File: src/rtl/data_mem_arbiter.sv
// data_mem_arbiter
// Shares the single read/write port of the data RAM between two requesters:
//   M0 - CPU load/store unit (high priority)
//   M1 - DMA/fill engine (low priority, with a starvation guard)
// Grants are combinational from the current requests and registered state. A
// {valid, owner} tag pipeline RD_LAT stages deep routes each read return back to
// the master that issued it.
//
// Ports:
//   clk_i, reset_i        clock, synchronous active-high reset
//   enable_i              1 = arbitration active, 0 = no new grants
//   m0_*_i / m0_*_o       CPU request (req/we/addr/wdata), grant and read return
//   m1_*_i / m1_*_o       DMA request (req/we/addr/wdata), grant and read return
//   mem_addr_o, mem_din_o, mem_we_o   RAM address, write data, write enable
//   mem_dout_i            RAM read data, valid RD_LAT clocks after the address
module data_mem_arbiter #(
  parameter int unsigned ADDR_W       = 15,
  parameter int unsigned DATA_W       = 16,
  parameter int unsigned RD_LAT       = 1,
  parameter int unsigned STARVE_LIMIT = 4
) (
  input  logic              clk_i,
  input  logic              reset_i,
  input  logic              enable_i,

  input  logic              m0_req_i,
  input  logic              m0_we_i,
  input  logic [ADDR_W-1:0] m0_addr_i,
  input  logic [DATA_W-1:0] m0_wdata_i,
  output logic              m0_gnt_o,
  output logic              m0_rvalid_o,
  output logic [DATA_W-1:0] m0_rdata_o,

  input  logic              m1_req_i,
  input  logic              m1_we_i,
  input  logic [ADDR_W-1:0] m1_addr_i,
  input  logic [DATA_W-1:0] m1_wdata_i,
  output logic              m1_gnt_o,
  output logic              m1_rvalid_o,
  output logic [DATA_W-1:0] m1_rdata_o,

  output logic [ADDR_W-1:0] mem_addr_o,
  output logic [DATA_W-1:0] mem_din_o,
  output logic              mem_we_o,
  input  logic [DATA_W-1:0] mem_dout_i
);

  localparam logic [3:0] StarveMax = 4'(STARVE_LIMIT);

  logic [3:0]        starve_q, starve_d;
  logic [RD_LAT-1:0] tag_vld_q;
  logic [RD_LAT-1:0] tag_own_q;  // 1 = read belongs to M1
  logic              tag_vld_d, tag_own_d;
  logic              arb_en;
  logic              force_m1;

  // No grants while held in reset so nothing reaches the RAM.
  assign arb_en   = enable_i & ~reset_i;
  assign force_m1 = m1_req_i & (starve_q == StarveMax);

  // M0 wins by default; a starved M1 takes the cycle and M0 is denied.
  assign m1_gnt_o = arb_en & m1_req_i & (force_m1 | ~m0_req_i);
  assign m0_gnt_o = arb_en & m0_req_i & ~force_m1;

  // With no grant the RAM still sees M0's address/data, but never a write.
  always_comb begin
    if (m1_gnt_o) begin
      mem_addr_o = m1_addr_i;
      mem_din_o  = m1_wdata_i;
      mem_we_o   = m1_we_i;
    end else begin
      mem_addr_o = m0_addr_i;
      mem_din_o  = m0_wdata_i;
      mem_we_o   = m0_gnt_o & m0_we_i;
    end
  end

  always_comb begin
    tag_vld_d = (m0_gnt_o & ~m0_we_i) | (m1_gnt_o & ~m1_we_i);
    tag_own_d = m1_gnt_o;
  end

  // Counts consecutive denied M1 request cycles; frozen while disabled.
  always_comb begin
    starve_d = starve_q;
    if (enable_i) begin
      if (!m1_req_i || m1_gnt_o) begin
        starve_d = '0;
      end else if (starve_q < StarveMax) begin
        starve_d = starve_q + 4'd1;
      end
    end
  end

  always_ff @(posedge clk_i) begin
    if (reset_i) begin
      starve_q  <= '0;
      tag_vld_q <= '0;
      tag_own_q <= '0;
    end else begin
      starve_q     <= starve_d;
      tag_vld_q[0] <= tag_vld_d;
      tag_own_q[0] <= tag_own_d;
      for (int i = 1; i < RD_LAT; i++) begin
        tag_vld_q[i] <= tag_vld_q[i-1];
        tag_own_q[i] <= tag_own_q[i-1];
      end
    end
  end

  // Reads in flight when reset is asserted are dropped, including one that
  // would surface in the reset cycle itself.
  assign m0_rvalid_o = ~reset_i & tag_vld_q[RD_LAT-1] & ~tag_own_q[RD_LAT-1];
  assign m1_rvalid_o = ~reset_i & tag_vld_q[RD_LAT-1] &  tag_own_q[RD_LAT-1];

  // Read data is shared; only rvalid qualifies it.
  assign m0_rdata_o = mem_dout_i;
  assign m1_rdata_o = mem_dout_i;

endmodule

File: config.mk
export PLATFORM = sky130hd
export DESIGN_NAME = data_mem_arbiter
export DESIGN_NICKNAME = d
export VERILOG_FILES = /design/src/rtl/data_mem_arbiter.sv
export SDC_FILE = /design/constraint.sdc
export NUM_CORES = 1
export LEC_CHECK = 0
export ABC_AREA = 1
export CORE_MARGIN = 2
export CORE_UTILIZATION = 23
export DETAILED_ROUTE_END_ITERATION = 7
export PLACE_DENSITY = 0.88
export SLEW_MARGIN = 10
export SYNTH_ARGS = -nofsm -noshare
export SYNTH_HDL_FRONTEND = slang
export SYNTH_SLANG_ARGS = --single-unit
File: constraint.sdc
create_clock -name clk_i -period 1.5 [get_ports clk_i]
set_input_delay 0.15 -clock clk_i [delete_from_list [all_inputs] [get_ports clk_i]]
set_output_delay 0.15 -clock clk_i [all_outputs]
set_load 0.02 [all_outputs]
==> key figures, run 1 <==
Run status
  – Status: finished, violations left
  – Failing checks: negative setup slack

Worst setup path
  – Crit end category: primary output
  – Critical path's largest stage delay: 0.33 ns
  – Most frequent CP cell: nand2_1
  – CP bufs+invs: 5
  – Largest fanout on the critical path: 5
  – Setup crit start kind: flip-flop
  – Critical path type: reg2out
  – Slowest CP cell: dfxtp_2
  – Crit path DAT: between 1.5 and 2 ns
  – Critical Path RT: around 1.4 ns
  – CP top delay family: buffers and inverters
  – Reg2reg path depth: 12
  – Cells along the critical path: inv_2 > ha_4 > nand2_1 > inv_1 > nand2_1 > nand2_2 > nand2_4 > inv_8 > buf_12 > a22o_1 > buf_6
  – Crit path depth: 11

Timing
  – RSZ-0062 raised after global routing: true
  – Worst Tran Pin Value: 0.414 ns
  – Hold Worst Slack: approximately 0.3 ns
  – Layout Skew: around 0.0015 ns
  – Fin crit share: 117%
  – Worst Slack Setup Final: -0.253 ns
  – Max_slew headroom: 72.4%
  – Fmax: between 500 and 600 MHz
  – Setup TNS: -7.25 ns
  – Minimum clock period: 1.75 ns
  – Slew Limit Fails: 0
  – Fin. Hold Viols: 0
  – Setup-failing EPs final: 38

Place
  – Pre-CTS setup slack: -0.755 ns
  – Final GP Congestion: 0.709
  – Hpwl dp: 2770 um
  – Area after DPL: 1940 sq um
  – PortBufs: 104

Synthesis
  – Post-synthesis cell count: approximately 180
  – Syn nets: 271
  – Post-synthesis sequential area ratio: 11.8%
  – Post-synthesis compound-gate area fraction: 3.20%
  – Async S/R FF share, synth: 0%
  – Area leader, netlist: nand2_1
  – Synthesized-area fraction occupied by adder cells: roughly 2.5%
  – Synthesized cell area: slightly above 1000 sq um
  – Multiplexer share of the synthesized area: 0%
  – Syn Area/Cell: between 5 and 6 sq um
  – Xor and xnor area share after synthesis: less than 1%
  – Post-synth EDFFs: 0
  – Largest family of logic cells by synthesized area: simple AND/OR/NAND/NOR gates
  – YS warnings: 0
  – Yosys reg bits: 6
  – Most used DFF post-synth: dfxtp_1
  – Most common cell in the netlist: nand2_1
  – Ranking of synthesized cells by area: nand2_1, buf_4, dfxtp_1
  – Synth Area in Simple Gates: 47.5%
  – Area share of the largest cell type after synthesis: 37.7%
  – Most frequent cells after synthesis: nand2_1, buf_4, nor2_1
  – Distinct cells, synth: 17

Die
  – DIE WIDTH: 70.5 um
  – Initial Util: a little under a quarter
  – Core Area: 4290 sq um
  – Boundary Pins: 153
  – Die area: 4960 sq um
  – Die Ht: 70.5 um
  – Num rows: 24

Routing
  – Overall via count from detail_route: 1380
  – DR vias/cell: around 4.2
  – WL per Instance: 12.4 um
  – Antenna-violating nets left: 0
  – DR pass1 iterations: 4
  – Iter 0 DRT Violations: 31
  – Total wire length: 4040 um
  – Drt drc: 0

Clock tree
  – Root Driver: clkbuf_8
  – CTS H-tree lvls: 1
  – Clock transition at path regs: 0.04 ns
  – Hold Buf Count CTS: 0
  – Clock buffer depth: 2
  – Worst-skew pair later-pin latency: 0.22 ns
  – Clock sinks: 6
  – CTS tree: built
  – CTS Buf Count: 3

GRT
  – First-pass GRT wire length: 6350 um
  – Initial antenna violation count: 0
  – Largest net degree at the start of global routing: 14
  – Overflow after GRT: 0
  – Vias in the first global route: 1475
  – Total track usage: 15.7%

Worst hold path
  – Hold depth: 0
  – Worst min path class: in2out

Pwr
  – PwrDens: 460 nW/um^2
  – VDD IR-drop max: 0.000445 V
  – P_leak: 1.12 nW

Layout
  – Antenna cells: 0
  – Post-route cell area: 2270 sq um
  – Nets: 363
  – Area delta synth->final: 123%
  – Share of layout cells above drive strength 1: 38.7%

Flow run
  – Max-cap violations: 0
## state kept, by name (all words and copies together), names as in the netlist
register / cells
tag_own_q: 1
tag_vld_q: 1
starve_q: 4
## cells in the final DEF, fill, tap and decap left out, types with 2 or more instances in the layout
cell and count:
nand2_4 2, dfxtp_2 2, nand2_2 28, nand3_1 3, buf_4 19, a21oi_2 3
nand3_2 3, clkdlybuf4s50_1 66, clkbuf_8 3, dlygate4sd2_1 2, clkdlybuf4s15_1 2, inv_2 2
buf_12 2, inv_1 6, dfxtp_1 4, nor2_1 7, buf_6 33, nand2_1 74
## report_power, final
| part | switching (mW) | total [mW] | internal, mW | leakage (nW) |
|---|---|---|---|---|
| Sequential | 0.00468 | 0.174 | 0.170 | 0.0498 |
| Clock | 0.0673 | 0.240 | 0.172 | 0.0216 |
| Combinational | 0.263 | 0.631 | 0.368 | 1.04 |
| Total | 0.335 | 1.04 | 0.709 | 1.12 |
## what timing repair did
action,in CTS,in global routing
resized for setup,238,25
setup endpoints to repair,40,41
cloned,2,1
buffers inserted,6,1
pin swaps,9,10
## stage by stage
stage          power [mW]  util [%]  cells
6_report             1.04      52.8    326
5_1_grt              1.10      52.8    326
4_1_cts              1.03      51.6    326
3_5_place_dp        0.717      45.3    316
3_3_place_gp        0.711      45.3    316
2_1_floorplan       0.502         -    184
## final cells by class
class                   instances  area [sq um]
clock buffers                   3          41.3
fillers                       406          2030
inverters                       9          41.3
multi-input cells             129           678
flip-flops and latches          6           123
well taps                      52          65.1
repair buffers                127          1320
## kinds of logic after synthesis
family	after synthesis
simple gates	121
buf+inv	49
flops	6
compound gates	5
fa+ha+maj	2
xor+xnor	1
## path summary, 6_finish.rpt
| path | startpoint | end | slack (ns) |
|---|---|---|---|
| hold reg to reg | starve_q[3]$_SDFFE_PP0P_ | starve_q[3]$_SDFFE_PP0P_ | 0.56 |
| hold / removal | mem_dout_i[4] | m0_rdata_o[4] | 0.30 |
| setup / recovery | starve_q[0]$_SDFFE_PP0P_ | mem_we_o | -0.25 |
| setup reg to reg | starve_q[0]$_SDFFE_PP0P_ | starve_q[0]$_SDFFE_PP0P_ | -0.08 |
## routing by layer
metal  up-vias  track usage (%)  routed length, um
met4         0             4.91                 25
met5         -                0                  0
met3         8             5.19                366
li1        705                -                  -
met1       601             15.2               1390
met2        66             30.8               2260
(Power assumes the default switching activity.)
==> run 2: changes to the inputs <==
--- a/config.mk
+++ b/config.mk
@@ -5,11 +5,10 @@
 export SDC_FILE = /design/constraint.sdc
 export NUM_CORES = 1
 export LEC_CHECK = 0
-export ABC_AREA = 1
 export CORE_MARGIN = 2
-export CORE_UTILIZATION = 23
+export CORE_UTILIZATION = 25
 export DETAILED_ROUTE_END_ITERATION = 7
-export PLACE_DENSITY = 0.88
+export PLACE_DENSITY = 0.9
 export SLEW_MARGIN = 10
 export SYNTH_ARGS = -nofsm -noshare
 export SYNTH_HDL_FRONTEND = slang
==> key figures, run 2 <==
Die
  – DIE WIDTH: 70.1 um (-0.51%)
  – Core Area: 4290 sq um (unchanged)
  – Die Ht: 70.1 um (-0.51%)
  – Initial Util: 25.4% (+1.8 points)
  – Num rows: 24 (unchanged)
  – Boundary Pins: 153 (unchanged)
  – Die area: 4910 sq um (-1.0%)

Worst setup path
  – Critical Path RT: 1.35 ns (about the same)
  – Most frequent CP cell: buf_6
  – Largest fanout on the critical path: 7 (+2)
  – Setup crit start kind: flip-flop
  – Cells along the critical path: inv_2 > ha_4 > nand4b_4 > nand2_2 > and4b_2 > buf_6 > clkbuf_16 > mux2_4 > buf_6
  – Critical path type: reg2out
  – Reg2reg path depth: 7 (-5)
  – Slowest CP cell: dfxtp_2
  – Crit end category: primary output
  – Critical path's largest stage delay: 0.31 ns (-0.02 ns)
  – Crit path DAT: 1.98 ns (+0.38 ns)

Place
  – Placed Instances: 235 (-26%)
  – Pre-CTS setup slack: -0.956 ns (-0.202 ns)
  – PortBufs: 104 (unchanged)
  – Hpwl dp: 2970 um (+7.3%)
  – Final GP Congestion: 0.735 (+3.7%)

Clock tree
  – Clock buffer depth: 2 (unchanged)
  – Clock sinks: 6 (unchanged)
  – Worst-skew pair later-pin latency: 0.22 ns (about the same)
  – CTS Buf Count: 3 (unchanged)
  – Hold Buf Count CTS: 0 (unchanged)
  – CTS H-tree lvls: 1 (unchanged)
  – Clock transition at path regs: 0.03 ns (about the same)
  – Root Driver: clkbuf_8
  – CTS tree: built

Timing
  – Setup-failing EPs final: 33 (-13%)
  – Minimum clock period: 2.13 ns (+0.375 ns)
  – RSZ-0062 raised after global routing: true
  – Setup TNS: -19.28 ns (-12.03 ns)
  – Fmax: 470 MHz (-18%)
  – Fin crit share: 142% (+25 points)
  – Worst Slack Setup Final: -0.628 ns (-0.375 ns)
  – Worst Tran Pin Value: 0.197 ns (-0.217 ns)
  – Layout Skew: 0.000228 ns (-0.00122 ns)
  – Slew Limit Fails: 0 (unchanged)
  – Max_slew headroom: 86.8% (+14 points)
  – Fin. Hold Viols: 0 (unchanged)
  – Hold Worst Slack: 0.300 ns (+0.0000470 ns)

Synthesis
  – Syn nets: 188 (-31%)
  – Yosys reg bits: 6 (unchanged)
  – Post-synthesis cell count: 101 (-45%)
  – Syn Area/Cell: 10.8 sq um (+96%)
  – Most used DFF post-synth: dfxtp_1
  – YS warnings: 0 (unchanged)
  – Ranking of synthesized cells by area: mux2_4, buf_4, dfxtp_1
  – Post-synthesis sequential area ratio: 11.0% (-0.83 points)
  – Post-synth EDFFs: 0 (unchanged)
  – Async S/R FF share, synth: 0% (unchanged)
  – Area leader, netlist: mux2_4
  – Most common cell in the netlist: buf_4
  – Most frequent cells after synthesis: buf_4, mux2_4, dfxtp_1
  – Synthesized cell area: 1090 sq um (+7.5%)
  – Distinct cells, synth: 26 (+9)
  – Area share of the largest cell type after synthesis: 39.9% (+2.2 points)

Routing
  – Drt drc: 0 (unchanged)
  – WL per Instance: 16.1 um (+30%)
  – Met1 Wirelength: 1450 um (+4.8%)
  – Routed wl met2: 2050 um (-9.5%)
  – Antenna-violating nets left: 0 (unchanged)
  – WL met3: 517 um (+41%)
  – Top routing layer used: met3
  – DR vias/cell: 4.39 (+3.8%)
  – Overall via count from detail_route: 1094 (-21%)
  – Total wire length: 4020 um (-0.52%)
  – Iter 0 DRT Violations: 23 (-26%)
  – DR pass1 iterations: 4 (unchanged)

Flow run
  – Max-cap violations: 0 (unchanged)

Layout
  – Non-Filler Instances: 249 (-24%)
  – Register bank with the most flops: starve_q
  – Share of layout cells above drive strength 1: 55.8% (+17 points)
  – Nets: 286 (-21%)
  – Filler instances: 373 (-8.1%)
  – Max reg flops: 4 (unchanged)
  – Area delta synth->final: 112%
  – Most frequent cells in the layout: clkdlybuf4s50_1, buf_6, mux2_4
  – Most common cell after layout, fill and taps aside: clkdlybuf4s50_1
  – Top flop regs: starve_q (4), tag_own_q (1), tag_vld_q (1)
  – Antenna cells: 0 (unchanged)

Pwr
  – Total chip power: 0.982 mW (-5.9%)
  – PwrDens: 425 nW/um^2 (-7.7%)
  – P_leak: 1.02 nW (-8.6%)
  – VDD IR-drop max: 0.000476 V (+6.9%)

Run status
  – Failing checks: negative setup slack
  – Status: finished, violations left

GRT
  – Overflow after GRT: 0 (unchanged)
  – Largest net degree at the start of global routing: 15 (+1)
  – First-pass GRT wire length: 5600 um (-12%)
  – Total track usage: 14.4% (-1.3 points)
  – Vias in the first global route: 1090 (-26%)
  – Initial antenna violation count: 0 (unchanged)

Worst hold path
  – Hold depth: 0 (unchanged)
  – Worst min path class: in2out
==> run 2: changes by cell type in the layout (fill, tap and decap cells not counted), sizes merged, moves of 2 or more <==
cell / delta
clkdlybuf4s15: -2
nand2: -101
inv: -7
mux2: +32
nand3: -7
clkdlybuf4s50: +2
buf: +2
nor2: -7
and4b: +2
==> run 2: where the power goes <==
group,switching (mW),leakage (nW),internal (mW)
logic,0.196,0.949,0.381
clock network,0.0678,0.0216,0.172
registers,0.00145,0.0496,0.164
total,0.265,1.02,0.717
==> run 2: timing repair <==
action,4_1_cts,5_1_grt
pin swaps,1,3
gates resized for setup,151,75
endpoints found under the hold margin,0,0
setup buffers,5,4
endpoints found under the setup margin,36,38
gates cloned,2,1
==> run 2: logic make-up after synthesis <==
kind of cell    Yosys count  synth area share [%]
compound gates            7                  4.24
fa+ha+maj                 2                  2.29
buf+inv                  38                  29.2
flops                     6                  11.0
mux                      32                  43.0
simple gates             16                  10.3
==> run 2: cell type report <==
class / instances / area [sq um] / area share [%]
repair buffers: 129 / 1350 / 58.6
multi-input cells: 57 / 721 / 31.2
flip-flops and latches: 6 / 123 / 5.31
well taps: 52 / 65.1 / 2.82
clock buffers: 3 / 41.3 / 1.79
inverters: 2 / 7.51 / 0.325
==> run 2: through the flow <==
stage / area [sq um] / util [%]
after floorplan: 1120 / -
after CTS: 2040 / 47.5
after detailed placement: 2030 / 47.3
final: 2310 / 53.8
after global placement: 2030 / 47.3
after global routing: 2310 / 53.8
==> run 2: final timing paths <==
check,endpoint,start,slack [ns]
worst max-delay path,mem_din_o[0],starve_q[0]$_SDFFE_PP0P_,-0.63
worst min-delay path,m0_rdata_o[3],mem_dout_i[3],0.30
worst max register to register,tag_vld_q$_SDFF_PP0_,starve_q[0]$_SDFFE_PP0P_,0.19
worst min register to register,starve_q[1]$_SDFFE_PP0P_,starve_q[1]$_SDFFE_PP0P_,0.58
==> run 2: critical path: cells and delay by family, from the launching register on <==
family	cells	cell delay, ns
adders and majority gates	1	0.15
muxes	1	0.31
and+or+nand+nor	3	0.48
DFF	1	0.31
buffers and inverters	4	0.49
==> run 2: per-layer routing <==
layer,GRT usage [%],up-vias
li1,-,515
met1,15.4,484
met2,25.4,95
met3,7.50,0
met4,2.56,0
met5,0,-
==> run 3: changes to the inputs <==
--- a/config.mk
+++ b/config.mk
@@ -5,10 +5,13 @@
 export SDC_FILE = /design/constraint.sdc
 export NUM_CORES = 1
 export LEC_CHECK = 0
+export ABC_AREA = 1
+export ABC_CLOCK_PERIOD_IN_PS = 1500
+export CAP_MARGIN = 30
 export CORE_MARGIN = 2
-export CORE_UTILIZATION = 25
+export CORE_UTILIZATION = 23
 export DETAILED_ROUTE_END_ITERATION = 7
-export PLACE_DENSITY = 0.9
+export PLACE_DENSITY = 0.88
 export SLEW_MARGIN = 10
 export SYNTH_ARGS = -nofsm -noshare
 export SYNTH_HDL_FRONTEND = slang
==> results of run 3 <==
No change in the layout: final DEF, timing and power equal those of run 1.
